**src/rtl/arcfour_sched_pkg.sv**
```systemverilog
// arcfour_sched_pkg: shared state encoding, defaults and key-slice arithmetic
// for the arcfour key-search scheduler.
package arcfour_sched_pkg;
    localparam int DEF_NUM_CORES = 4;
    localparam int DEF_KEY_BITS = 22;
    typedef enum logic [2:0] {IDLE, CLEAR, LAUNCH, RUN, KILL, FINISH} sched_state_t;
    // Start of slice idx; evaluated wide so the bound past the last slice stays exact.
    function automatic logic [63:0] slice_bound(input int unsigned idx, input int unsigned key_bits,
                                                input int unsigned num_cores);
        return (64'(idx) << key_bits) / 64'(num_cores);
    endfunction
endpackage

```
**src/rtl/sched_priority_encoder.sv**
```systemverilog
// sched_priority_encoder: lowest set index of a request vector plus a valid flag.
module sched_priority_encoder #(
    parameter int N = 4,
    localparam int W = $clog2(N)
) (
    input  logic [N-1:0] req,
    output logic [W-1:0] idx,
    output logic         valid
);
    always_comb begin
        idx = '0;
        for (int j = N - 1; j >= 0; j--) idx = req[j] ? W'(j) : idx;
        valid = |req;
    end
endmodule

```
**src/rtl/arcfour_search_scheduler.sv**
```systemverilog
// arcfour_search_scheduler: splits the key space across arcfour cores, launches them,
// and latches the first successful key with the elapsed cycle count.
module arcfour_search_scheduler
    import arcfour_sched_pkg::*;
#(
    parameter int NUM_CORES = DEF_NUM_CORES,
    parameter int KEY_BITS = DEF_KEY_BITS,
    parameter int CNT_WIDTH = 32,
    localparam int WW = $clog2(NUM_CORES)
) (
    input  logic                          clk,
    input  logic                          reset,
    input  logic                          start,
    output logic [NUM_CORES-1:0]          core_reset,
    output logic [NUM_CORES-1:0]          core_start,
    output logic [NUM_CORES*KEY_BITS-1:0] core_lower,
    output logic [NUM_CORES*KEY_BITS-1:0] core_upper,
    input  logic [NUM_CORES-1:0]          core_terminated,
    input  logic [NUM_CORES-1:0]          core_succeeded,
    input  logic [NUM_CORES*KEY_BITS-1:0] core_key,
    output logic                          busy,
    output logic                          done,
    output logic                          found,
    output logic [KEY_BITS-1:0]           found_key,
    output logic [WW-1:0]                 winner,
    output logic [CNT_WIDTH-1:0]          cycle_count
);
    sched_state_t state, next;
    logic [NUM_CORES-1:0] term_mask;
    logic [WW-1:0] win_idx;
    logic win_valid;
    logic all_term;

    for (genvar i = 0; i < NUM_CORES; i++) begin : g_slice
        assign core_lower[i*KEY_BITS +: KEY_BITS] = KEY_BITS'(slice_bound(i, KEY_BITS, NUM_CORES));
        assign core_upper[i*KEY_BITS +: KEY_BITS] = KEY_BITS'(slice_bound(i + 1, KEY_BITS, NUM_CORES) - 64'd1);
    end

    sched_priority_encoder #(.N(NUM_CORES)) u_prio (
        .req  (core_succeeded),
        .idx  (win_idx),
        .valid(win_valid)
    );

    assign all_term = &(term_mask | core_terminated);

    always_ff @(posedge clk) begin
        if (reset) state <= IDLE;
        else state <= next;
    end

    always_comb begin
        next = state;
        case (state)
            IDLE:    next = start ? CLEAR : IDLE;
            CLEAR:   next = LAUNCH;
            LAUNCH:  next = RUN;
            RUN:     next = win_valid ? KILL : all_term ? FINISH : RUN;
            KILL:    next = FINISH;
            FINISH:  next = IDLE;
            default: next = IDLE;
        endcase
    end

    assign core_reset = {NUM_CORES{reset || state == CLEAR || state == KILL}};
    assign core_start = {NUM_CORES{state == LAUNCH}};
    assign busy = state != IDLE;
    assign done = state == FINISH;

    // Success outranks the all-terminated exit when both land in the same cycle.
    always_ff @(posedge clk) begin
        if (reset || (state == IDLE && start)) begin
            found <= 1'b0;
            found_key <= '0;
            winner <= '0;
            cycle_count <= '0;
            term_mask <= '0;
        end else begin
            if (state == LAUNCH) cycle_count <= CNT_WIDTH'(1);
            else if (state == RUN || state == KILL) cycle_count <= &cycle_count ? cycle_count : cycle_count + 1'b1;
            if (state == RUN) begin
                term_mask <= term_mask | core_terminated;
                if (win_valid) begin
                    winner <= win_idx;
                    found_key <= core_key[win_idx*KEY_BITS +: KEY_BITS];
                    found <= 1'b1;
                end else if (all_term) begin
                    found <= 1'b0;
                    found_key <= '0;
                end
            end
        end
    end
endmodule

```
**config.mk**
```make
export PLATFORM = sky130hd
export DESIGN_NAME = arcfour_search_scheduler
export DESIGN_NICKNAME = d
export VERILOG_FILES = /design/src/rtl/arcfour_sched_pkg.sv /design/src/rtl/sched_priority_encoder.sv /design/src/rtl/arcfour_search_scheduler.sv
export SDC_FILE = /design/constraint.sdc
export NUM_CORES = 1
export LEC_CHECK = 0
export CAP_MARGIN = 40
export CORE_AREA = 2 2 134 136
export DETAILED_ROUTE_END_ITERATION = 10
export DIE_AREA = 0 0 136 138
export PLACE_DENSITY = 0.67
export SYNTH_ARGS = -nofsm -noshare
export SYNTH_HDL_FRONTEND = slang
export SYNTH_SLANG_ARGS = --single-unit
```
**constraint.sdc**
```tcl
create_clock -name clk -period 2.65 [get_ports clk]
set_clock_uncertainty 0.1 [all_clocks]
set_input_delay 0.265 -clock clk [delete_from_list [all_inputs] [get_ports clk]]
set_output_delay 0.265 -clock clk [all_outputs]
set_load 0.005 [all_outputs]
```
### Word-level counts from Yosys, hierarchy flattened

Cells that the tools add are included.

| storage, ports and cells | value |
|---|---|
| register bits | 64 |
| bits of input ports | 99 |
| output and inout bits | 243 |

| cells by class | value |
|---|---|
| add/subtract/negate cells | 1 |
| $mul | 1 |
| equality and inequality tests | 6 |
| shift-type cells | 1 |
| multiplexer cells | 15 |
| bitwise logic cells | 2 |
| reductions and logical operators | 17 |

Operators by type and width:

| kind | number |
|---|---|
| $shiftx A88 B8 Y22 | 1 |
| $mux W22 | 2 |
| $add A32 B1 Y32 const B | 1 |
| $reduce_and A32 Y1 | 1 |
| $pmux W3 S5 | 1 |
| $mux W2 | 4 |
| $reduce_and A2 Y1 | 4 |
| $eq A3 B2 Y1 const B | 2 |
| $eq A3 B3 Y1 const B | 2 |
| $mul A2 B4 Y6 const B | 1 |
| $mux W1 | 6 |
| $mux W3 | 2 |
| $logic_or A1 B1 Y1 | 4 |
| $or A4 B4 Y4 | 1 |
| $reduce_and A4 Y1 | 1 |
| $reduce_bool A2 Y1 | 2 |
| $reduce_or A4 Y1 | 1 |
| $eq A3 B1 Y1 const B | 1 |
| $logic_not A3 Y1 | 1 |
| $reduce_bool A3 Y1 | 1 |
| $ne A2 B2 Y1 const B | 1 |
| $reduce_or A2 Y1 | 1 |
| $logic_and A1 B1 Y1 | 1 |
| $not A1 Y1 | 1 |

### Depth between registers and ports, before layout

Gate-level depths: netlist of the first run.

| logic depth | value |
|---|---|
| depth in word-level cells | 7 |
| depth in mapped cells | 8 |
| gate-level depth less buffers | 6 |

### By module

A second synthesis of the first run with hierarchy kept.

| unflattened totals | value |
|---|---|
| cell total of the unflattened synthesis | 555 |
| area total of the unflattened synthesis | 4,808.4 µm² |

Modules (own cells, without submodules):

| module | instances | cells an instance | area each (µm²) | sequential area each (µm²) |
|---|---|---|---|---|
| arcfour_search_scheduler | 1 | 548 | 4,773.3 | 1,281.2 |
| sched_priority_encoder | 1 | 7 | 35.0 | 0.0 |

### Worst setup path after synthesis of the first run

Ideal clock, no wire load.

| timing | value |
|---|---|
| kind | flip-flop to flip-flop |
| start | reg cycle_count[0] |
| end | reg cycle_count[30] |
| library setup time | 0.070 ns |
| arrival | 2.215 ns |
| required time | 2.480 ns |
| path slack | 0.265 ns |
| cell stages (with the launch flop) | 8 |
| period minus slack after synthesis | 2.385 ns |
| cell sequence | dfxtp_1 > ha_1 > nand3_2 > buf_6 > or3_1 > or4_4 > or4_1 > a21oi_1 |

| between the ends | value |
|---|---|
| word-level cells in the longest chain between the ends | 3 |
| elaborated cells on any way between the ends | 4 |
| classes of those cells | 1 x add/sub; 1 x bitwise; 2 x reduce/logical |

RTL lines:

| item | RTL line | RTL |
|---|---|---|
| from (decl) | arcfour_search_scheduler.sv:26 | `output logic [CNT_WIDTH-1:0] cycle_count` |
| from (signal assigned) | arcfour_search_scheduler.sv:80 | `else if (state == RUN \|\| state == KILL) cycle_count <= &cycle_count ? cycle_count : cycle_count + 1'b1;` |
| parallel branches: the longest is 3 deep, another holds $add A32 B1 Y32 | n/a |  |

Several ways; the timed one is not identified.
A chain may end at the register's enable or synchronous reset.

### Worst setup path in the final report of the first run

| timing | value |
|---|---|
| start | reg state[2] |
| end | reg cycle_count[17] |

| between the ends | value |
|---|---|
| word-level cells in the longest chain between the ends | 4 |
| elaborated cells on any way between the ends | 9 |
| classes of those cells | 3 x eq/ne; 6 x reduce/logical |

RTL lines:

| item | RTL line | RTL |
|---|---|---|
| from (decl) | arcfour_search_scheduler.sv:28 | `sched_state_t state, next;` |
| from (signal assigned) | arcfour_search_scheduler.sv:49 | `else state <= next;` |
| $logic_not A3 Y1 | arcfour_search_scheduler.sv:72 | `if (reset \|\| (state == IDLE && start)) begin` |
| $logic_and A1 B1 Y1 | arcfour_search_scheduler.sv:72 |  |
| $logic_or A1 B1 Y1 | arcfour_search_scheduler.sv:72 |  |
| $reduce_or A2 Y1 (no line) | n/a |  |

Several ways; a longest one is shown, not always the timed one.

==> results of run 1 <==
cells by family (layout without fill, tap and decap cells):
| kind of cell | after synthesis | after routing | synth area share |
|---|---|---|---|
| fa+ha+maj | 1 | 1 | 0.00259 |
| simple gates | 147 | 147 | 0.166 |
| compound gates | 129 | 129 | 0.181 |
| mux | 26 | 26 | 0.0539 |
| flops | 64 | 64 | 0.265 |
| buf+inv | 219 | 205 | 0.315 |
| xor+xnor | 8 | 8 | 0.0145 |
| other cells | 2 | 176 | 0.00156 |
sequential cells by signal (all words and copies together) (netlist names):
name / count
cycle_count: 32
found_key: 22
term_mask: 4
state: 3
winner: 2
found: 1
worst max path at each step:
stage | endpoint | cells after the start | slack, ns
6_report | cycle_count[17]$_SDFFE_PP0P_ | 6 | 0.28
5_1_grt | cycle_count[25]$_SDFFE_PP0P_ | 6 | 0.12
4_1_cts | cycle_count[11]$_SDFFE_PP0P_ | 6 | 0.30
3_5_place_dp | cycle_count[22]$_SDFFE_PP0P_ | 5 | 0.31
3_3_place_gp | cycle_count[22]$_SDFFE_PP0P_ | 5 | 0.36
2_1_floorplan | cycle_count[30]$_SDFFE_PP0P_ | 7 | 0.26
synthesized netlist by cell type, drive strengths merged (3+ instances only):
cell type	number
mux2i	26
nor4	4
nand2	47
nand2b	6
nand3	11
a21oi	45
nand4	13
xnor2	8
o211ai	4
nor3b	3
inv	7
or4	16
buf	188
a221o	22
o31ai	10
clkbuf	24
nor3	3
a2111oi	3
a211oi	5
dfxtp	64
nor2	27
or3	4
o21ai	5
a21o	3
o22ai	25
or2	4
worst reg2reg max path: stages (launching register included):
cell and delay (ns):
dfxtp_1 0.49, nor3b_1 0.42, nor2_1 0.23, a21o_1 0.22, buf_4 0.18, or4_1 0.51
a21oi_1 0.14
area by class of cell:
type,instances,area share
Multi-Input combinational cell,487,0.420
Tap cell,229,0.0448
Inverter,7,0.00411
Sequential cell,64,0.200
Clock inverter,4,0.00743
Timing Repair Buffer,184,0.288
Clock buffer,10,0.0358
power breakdown:
part | total (mW) | internal, mW | switching (mW) | leakage (nW)
sequential | 0.993 | 0.976 | 0.0168 | 0.516
clock | 1.14 | 0.714 | 0.430 | 0.134
combinational | 0.510 | 0.258 | 0.253 | 1.89
layer usage:
| layer | global-route usage | wire, um | vias up |
|---|---|---|---|
| met3 | 0.0359 | 1240 | 18 |
| li1 | - | - | 2089 |
| met4 | 0.0570 | 321 | 0 |
| met5 | 0 | 0 | - |
| met2 | 0.231 | 6760 | 203 |
| met1 | 0.162 | 5380 | 2023 |
==> run_results.csv, run 1 <==
group,metric,value,unit
setup_path,critPathCaptureType,"register",
synth,ys_ff_latch,64,
clocking,cts_tree,"yes",
placed_design,dp_hpwl,10.6,mm
timing,final-hold-violation-count,0,
clocking,postCtsResizedCells,0,
die,start_util,0.275,
placed_design,port-buffer-count,165,
clocking,path_clk_slew,0.06,ns
power,pwr_density_cell,414,nW/um2
flow_run,maxCapViolations,0,
clocking,worstSkewPairLatency,0.33,ns
synth,yosys_warnings,0,
drt,drc,0,
timing,fin_crit_sh,0.893,
finish,finalNonFillerCells,985,
min_path,min_from,"found_key[8]$_SDFFE_PP0P_",
synth,synthCells,596,
drt,drt_iter0_markers,202,
global_route,antenna_found_initial,0,
clocking,cts.sinks,64,
global_route,grt_pass1_wl,20.3,mm
placed_design,routabilityCongestion,0.812,
setup_path,crit_required,2.82,ns
finish,fillCellCount,1854,
setup_path,crit_start,"state[2]$_SDFF_PP0_",
placed_design,dpl_worst_slack,0.313,ns
timing,rsz0062_at_grt,"no",
timing,fmax,0.423,GHz
outcome,status,"finished clean",
synth,synth_area_leaders,"buf_4, dfxtp_1, mux2i_1",
finish,nNetsFinal,853,
finish,layout_commonest_cell,"conb_1",
die,pin_count,342,
synth,syn_area,4830,um2
timing,drv_slew,0,
global_route,grt_pass1_vias,3824,
drt,drt-pass1-iter-count,4,
setup_path,crit_path_max_fanout,17,
finish,final_util,0.365,
drt,wl,13.7,mm
setup_path,critPathArrivalTime,2.53,ns
timing,setup_viol,0,
finish,drive_above_1_share,0.0648,
synth,synth_edf_count,0,
clocking,cts_buffer_depth,2,
global_route,grt_max_degree,29,
min_path,worstHoldPathCells,2,
die,num_rows,49,
die,die_area,18800,um2
setup_path,critPathKind,"reg -> reg",
finish,multi_input_area,2690,um2
timing,worst_slew_pin_slew,0.633,ns
setup_path,slowest_delay,0.50,ns
power,vdd_drop_max,0.000297,V
min_path,hold_path_class,"reg -> reg",
setup_path,timing.rr.start,"state[2]$_SDFF_PP0_",
synth,synth_top_flop_cell,"dfxtp_1",
global_route,overflow,0,
drt,ant_nets,0,
timing,tns,0,ns
drt,vias,4333,
finish,diodes,0,
timing,fin_ws,0.284,ns
clocking,cts_setup_buffers,0,
power,p_leak,2.54,nW
placed_design,dpl-instance-area,6120,um2
power,power,2.65,mW
timing,max_slew_margin,0.567,
synth,synth.distinct_cells,48,
finish,seq_area,1280,um2
die,die_height,138,um
min_path,hold_end,"found_key[8]$_SDFFE_PP0P_",
setup_path,path_delay_family,"simple AND/OR/NAND/NOR gates",
synth,ys_async_sr_fraction,0,
clocking,cts_buffers,9,
clocking,htreeDepth,3,
synth,yosysTopAreaCell,"buf_4",
setup_path,path_cells,"nor3b_1, nor2_1, a21o_1, buf_4, or4_1, a21oi_1",
drt,vias_per_cell,4.40,
setup_path,r2r-end,"cycle_count[17]$_SDFFE_PP0P_",
timing,min_period,2.37,ns
global_route,grtUsageTotal,0.137,
setup_path,crit_path_top_delay_cell,"or4_1",
clocking,cts_hold_buf,0,
setup_path,rrSetupSlack,0.28,ns
timing,whs,0.351,ns
finish,final_cell_mix,"conb_1, clkdlybuf4s50_1, dfxtp_1, nand2_1, a21oi_1",
placed_design,dp_cells,971,
setup_path,worst-path-buf-inv,1,
synth,synth_top_area_frac,0.285,
synth,avgSynthCellArea,8.10,um2
synth,yosysSeqAreaShare,0.265,
finish,final_area,6390,um2
setup_path,reg2regPathDepth,6,
setup_path,start_kind,"register",
die,fp.dieW,136,um
drt,post_drt_wl_per_cell,13.9,um
clocking,cts_root_buf,"clkbuf_16",
finish,area_growth,32.4,%
die,core,17500,um2
Power figures use the tool's default switching activity.
==> run 2: changes to the inputs <==
--- a/config.mk
+++ b/config.mk
@@ -10,6 +10,8 @@
 export DETAILED_ROUTE_END_ITERATION = 10
 export DIE_AREA = 0 0 136 138
 export PLACE_DENSITY = 0.67
+export SLEW_MARGIN = 15
 export SYNTH_ARGS = -nofsm -noshare
 export SYNTH_HDL_FRONTEND = slang
+export SYNTH_HIERARCHICAL = 1
 export SYNTH_SLANG_ARGS = --single-unit
==> run 2 against run 1 <==
Global-route usage is 0.49 points lower. Register-to-register slack better by 0.02 ns. Largest power group unchanged. Sequential cell count stayed put.
==> run_results.csv, run 2 <==
group,metric,value,unit
outcome,status,"finished clean",
placed_design,dp_hpwl,10.0,mm
finish,nNetsFinal,813,
finish,final_area,6400,um2
clocking,cts.sinks,64,
drt,ant_nets,0,
synth,yosys_warnings,6,
die,fp.dieW,136,um
die,core,17500,um2
timing,fin_crit_sh,0.885,
synth,avgSynthCellArea,8.66,um2
synth,syn_area,4810,um2
placed_design,dpl_worst_slack,0.315,ns
clocking,cts_setup_buffers,0,
setup_path,start_kind,"register",
synth,ys_ff_latch,64,
synth,synth_area_leaders,"buf_4, dfxtp_1, mux4_2",
drt,drt_iter0_markers,156,
die,die_area,18800,um2
synth,synth.distinct_cells,51,
timing,min_period,2.35,ns
finish,area_growth,33.1,%
clocking,postCtsResizedCells,0,
setup_path,critPathCaptureType,"register",
timing,fin_ws,0.305,ns
synth,ys_top_cells_by_count,"buf_4, dfxtp_1, nor2_1",
die,pin_count,342,
drt,wl,12.4,mm
clocking,worstSkewPairLatency,0.33,ns
drt,vias_per_cell,4.26,
global_route,antenna_found_initial,0,
drt,drt-pass1-iter-count,4,
power,p_leak,2.42,nW
finish,layout_commonest_cell,"conb_1",
clocking,cts_buffer_depth,2,
synth,synth_edf_count,0,
min_path,hold_path_class,"reg -> reg",
synth,ys_async_sr_fraction,0,
finish,final_cell_mix,"conb_1, clkdlybuf4s50_1, dfxtp_1, nor2_1, a21oi_1",
finish,diodes,0,
clocking,path_clk_slew,0.06,ns
die,num_rows,49,
flow_run,maxCapViolations,0,
placed_design,routabilityCongestion,0.810,
placed_design,port-buffer-count,165,
timing,max_slew_margin,0.632,
setup_path,critPathKind,"reg -> reg",
global_route,grt_pass1_wl,19.3,mm
synth,synth_top_flop_cell,"dfxtp_1",
finish,top_regs,"cycle_count (32), found_key (22), term_mask (4)",
timing,setup_viol,0,
clocking,cts_root_buf,"clkbuf_16",
clocking,cts_hold_buf,0,
setup_path,critPathArrivalTime,2.51,ns
global_route,grt_pass1_vias,3607,
global_route,grt_max_degree,30,
synth,synth_top_area_frac,0.286,
die,die_height,138,um
drt,vias,4033,
placed_design,dpl-instance-area,6090,um2
setup_path,crit_required,2.81,ns
finish,final_util,0.365,
synth,yosysSeqAreaShare,0.266,
drt,drc,0,
timing,tns,0,ns
power,vdd_drop_max,0.000288,V
timing,worst_slew_pin_slew,0.552,ns
synth,synthCells,555,
finish,largest_reg_flops,32,
timing,whs,0.369,ns
timing,fmax,0.426,GHz
global_route,overflow,0,
setup_path,crit_path_max_fanout,10,
timing,final-hold-violation-count,0,
global_route,grtUsageTotal,0.132,
synth,synth.most_common_cell,"buf_4",
drt,post_drt_wl_per_cell,13.1,um
synth,yosysTopAreaCell,"buf_4",
timing,drv_slew,0,
finish,drive_above_1_share,0.0864,
clocking,cts_tree,"yes",
die,start_util,0.274,
clocking,cts_buffers,9,
clocking,htreeDepth,3,
power,pwr_density_cell,420,nW/um2
timing,rsz0062_at_grt,"no",
finish,largest_register,"cycle_count",
==> run 2: cell count changes in the layout (fill, tap and decap cells not counted), sizes merged, moves of 18 or more <==
cell | previous run | this run
a221o | 22 | 0
o22ai | 25 | 2
nor2 | 27 | 45
nand2 | 47 | 19
mux2i | 26 | 4
a22oi | 0 | 22
mux4 | 0 | 22
==> run 2: cells by family (layout without fill, tap and decap cells) <==
family,after synthesis,after routing,synth area share
buf+inv,211,200,0.310
flops,64,64,0.266
other cells,2,176,0.00156
mux,26,26,0.111
compound gates,98,98,0.128
xor+xnor,3,3,0.00547
simple gates,150,150,0.174
fa+ha+maj,1,1,0.00260
==> run 2: worst paths after layout <==
kind / slack [ns] / cells past startpoint / start / to
setup / recovery: 0.30 / 5 / state[2]$_SDFF_PP0_ / cycle_count[19]$_SDFFE_PP0P_
hold reg to reg: 0.37 / 2 / term_mask[3]$_SDFFE_PP0N_ / term_mask[3]$_SDFFE_PP0N_
setup reg to reg: 0.30 / 5 / state[2]$_SDFF_PP0_ / cycle_count[19]$_SDFFE_PP0P_
hold / removal: 0.37 / 2 / term_mask[3]$_SDFFE_PP0N_ / term_mask[3]$_SDFFE_PP0N_
==> run 2: per-layer routing <==
layer	wire length [um]	part of all wire	track usage	up-vias
met5	0	0	0	-
li1	-	-	-	1948
met3	993	0.080	0.0319	13
met1	4720	0.38	0.153	1869
met2	6470	0.52	0.228	203
met4	254	0.020	0.0554	0
==> run 2: area by class of cell <==
cell class	count	area, um2
Multi-Input combinational cell	454	2700
Sequential cell	64	1280
Clock buffer	11	253
Timing Repair Buffer	181	1810
Fill cell	1820	11100
Inverter	3	11.3
Clock inverter	5	55.1
Tap cell	229	287
==> run 2: where the power goes <==
group,internal [mW],switching (mW)
combinational,0.265,0.207
sequential,0.975,0.0177
clock,0.776,0.448
total,2.02,0.673
==> run 2: worst max-delay path: stages, from the launching register on <==
cell	delay, ns
dfxtp_1	0.49
or3b_2	0.49
nand2b_1	0.27
nand4_1	0.22
or4_1	0.54
a21oi_1	0.15
==> run 2: stage by stage <==
| step | std cells | total power, mW |
|---|---|---|
| floorplan | 729 | 1.44 |
| global route | 947 | 2.81 |
| finish | 947 | 2.69 |
| CTS | 947 | 2.72 |
| global placement | 931 | 1.48 |
| detailed placement | 931 | 1.49 |
==> run 3: changes to the inputs <==
--- a/config.mk
+++ b/config.mk
@@ -9,8 +9,10 @@
 export CORE_AREA = 2 2 134 136
 export DETAILED_ROUTE_END_ITERATION = 10
 export DIE_AREA = 0 0 136 138
+export GPL_ROUTABILITY_DRIVEN = 1
+export HOLD_SLACK_MARGIN = 0.15
 export PLACE_DENSITY = 0.67
-export SLEW_MARGIN = 15
+export SLEW_MARGIN = 20
 export SYNTH_ARGS = -nofsm -noshare
 export SYNTH_HDL_FRONTEND = slang
 export SYNTH_HIERARCHICAL = 1
==> results of run 3 <==
The final DEF is identical to that of run 2; final timing and power are the same.
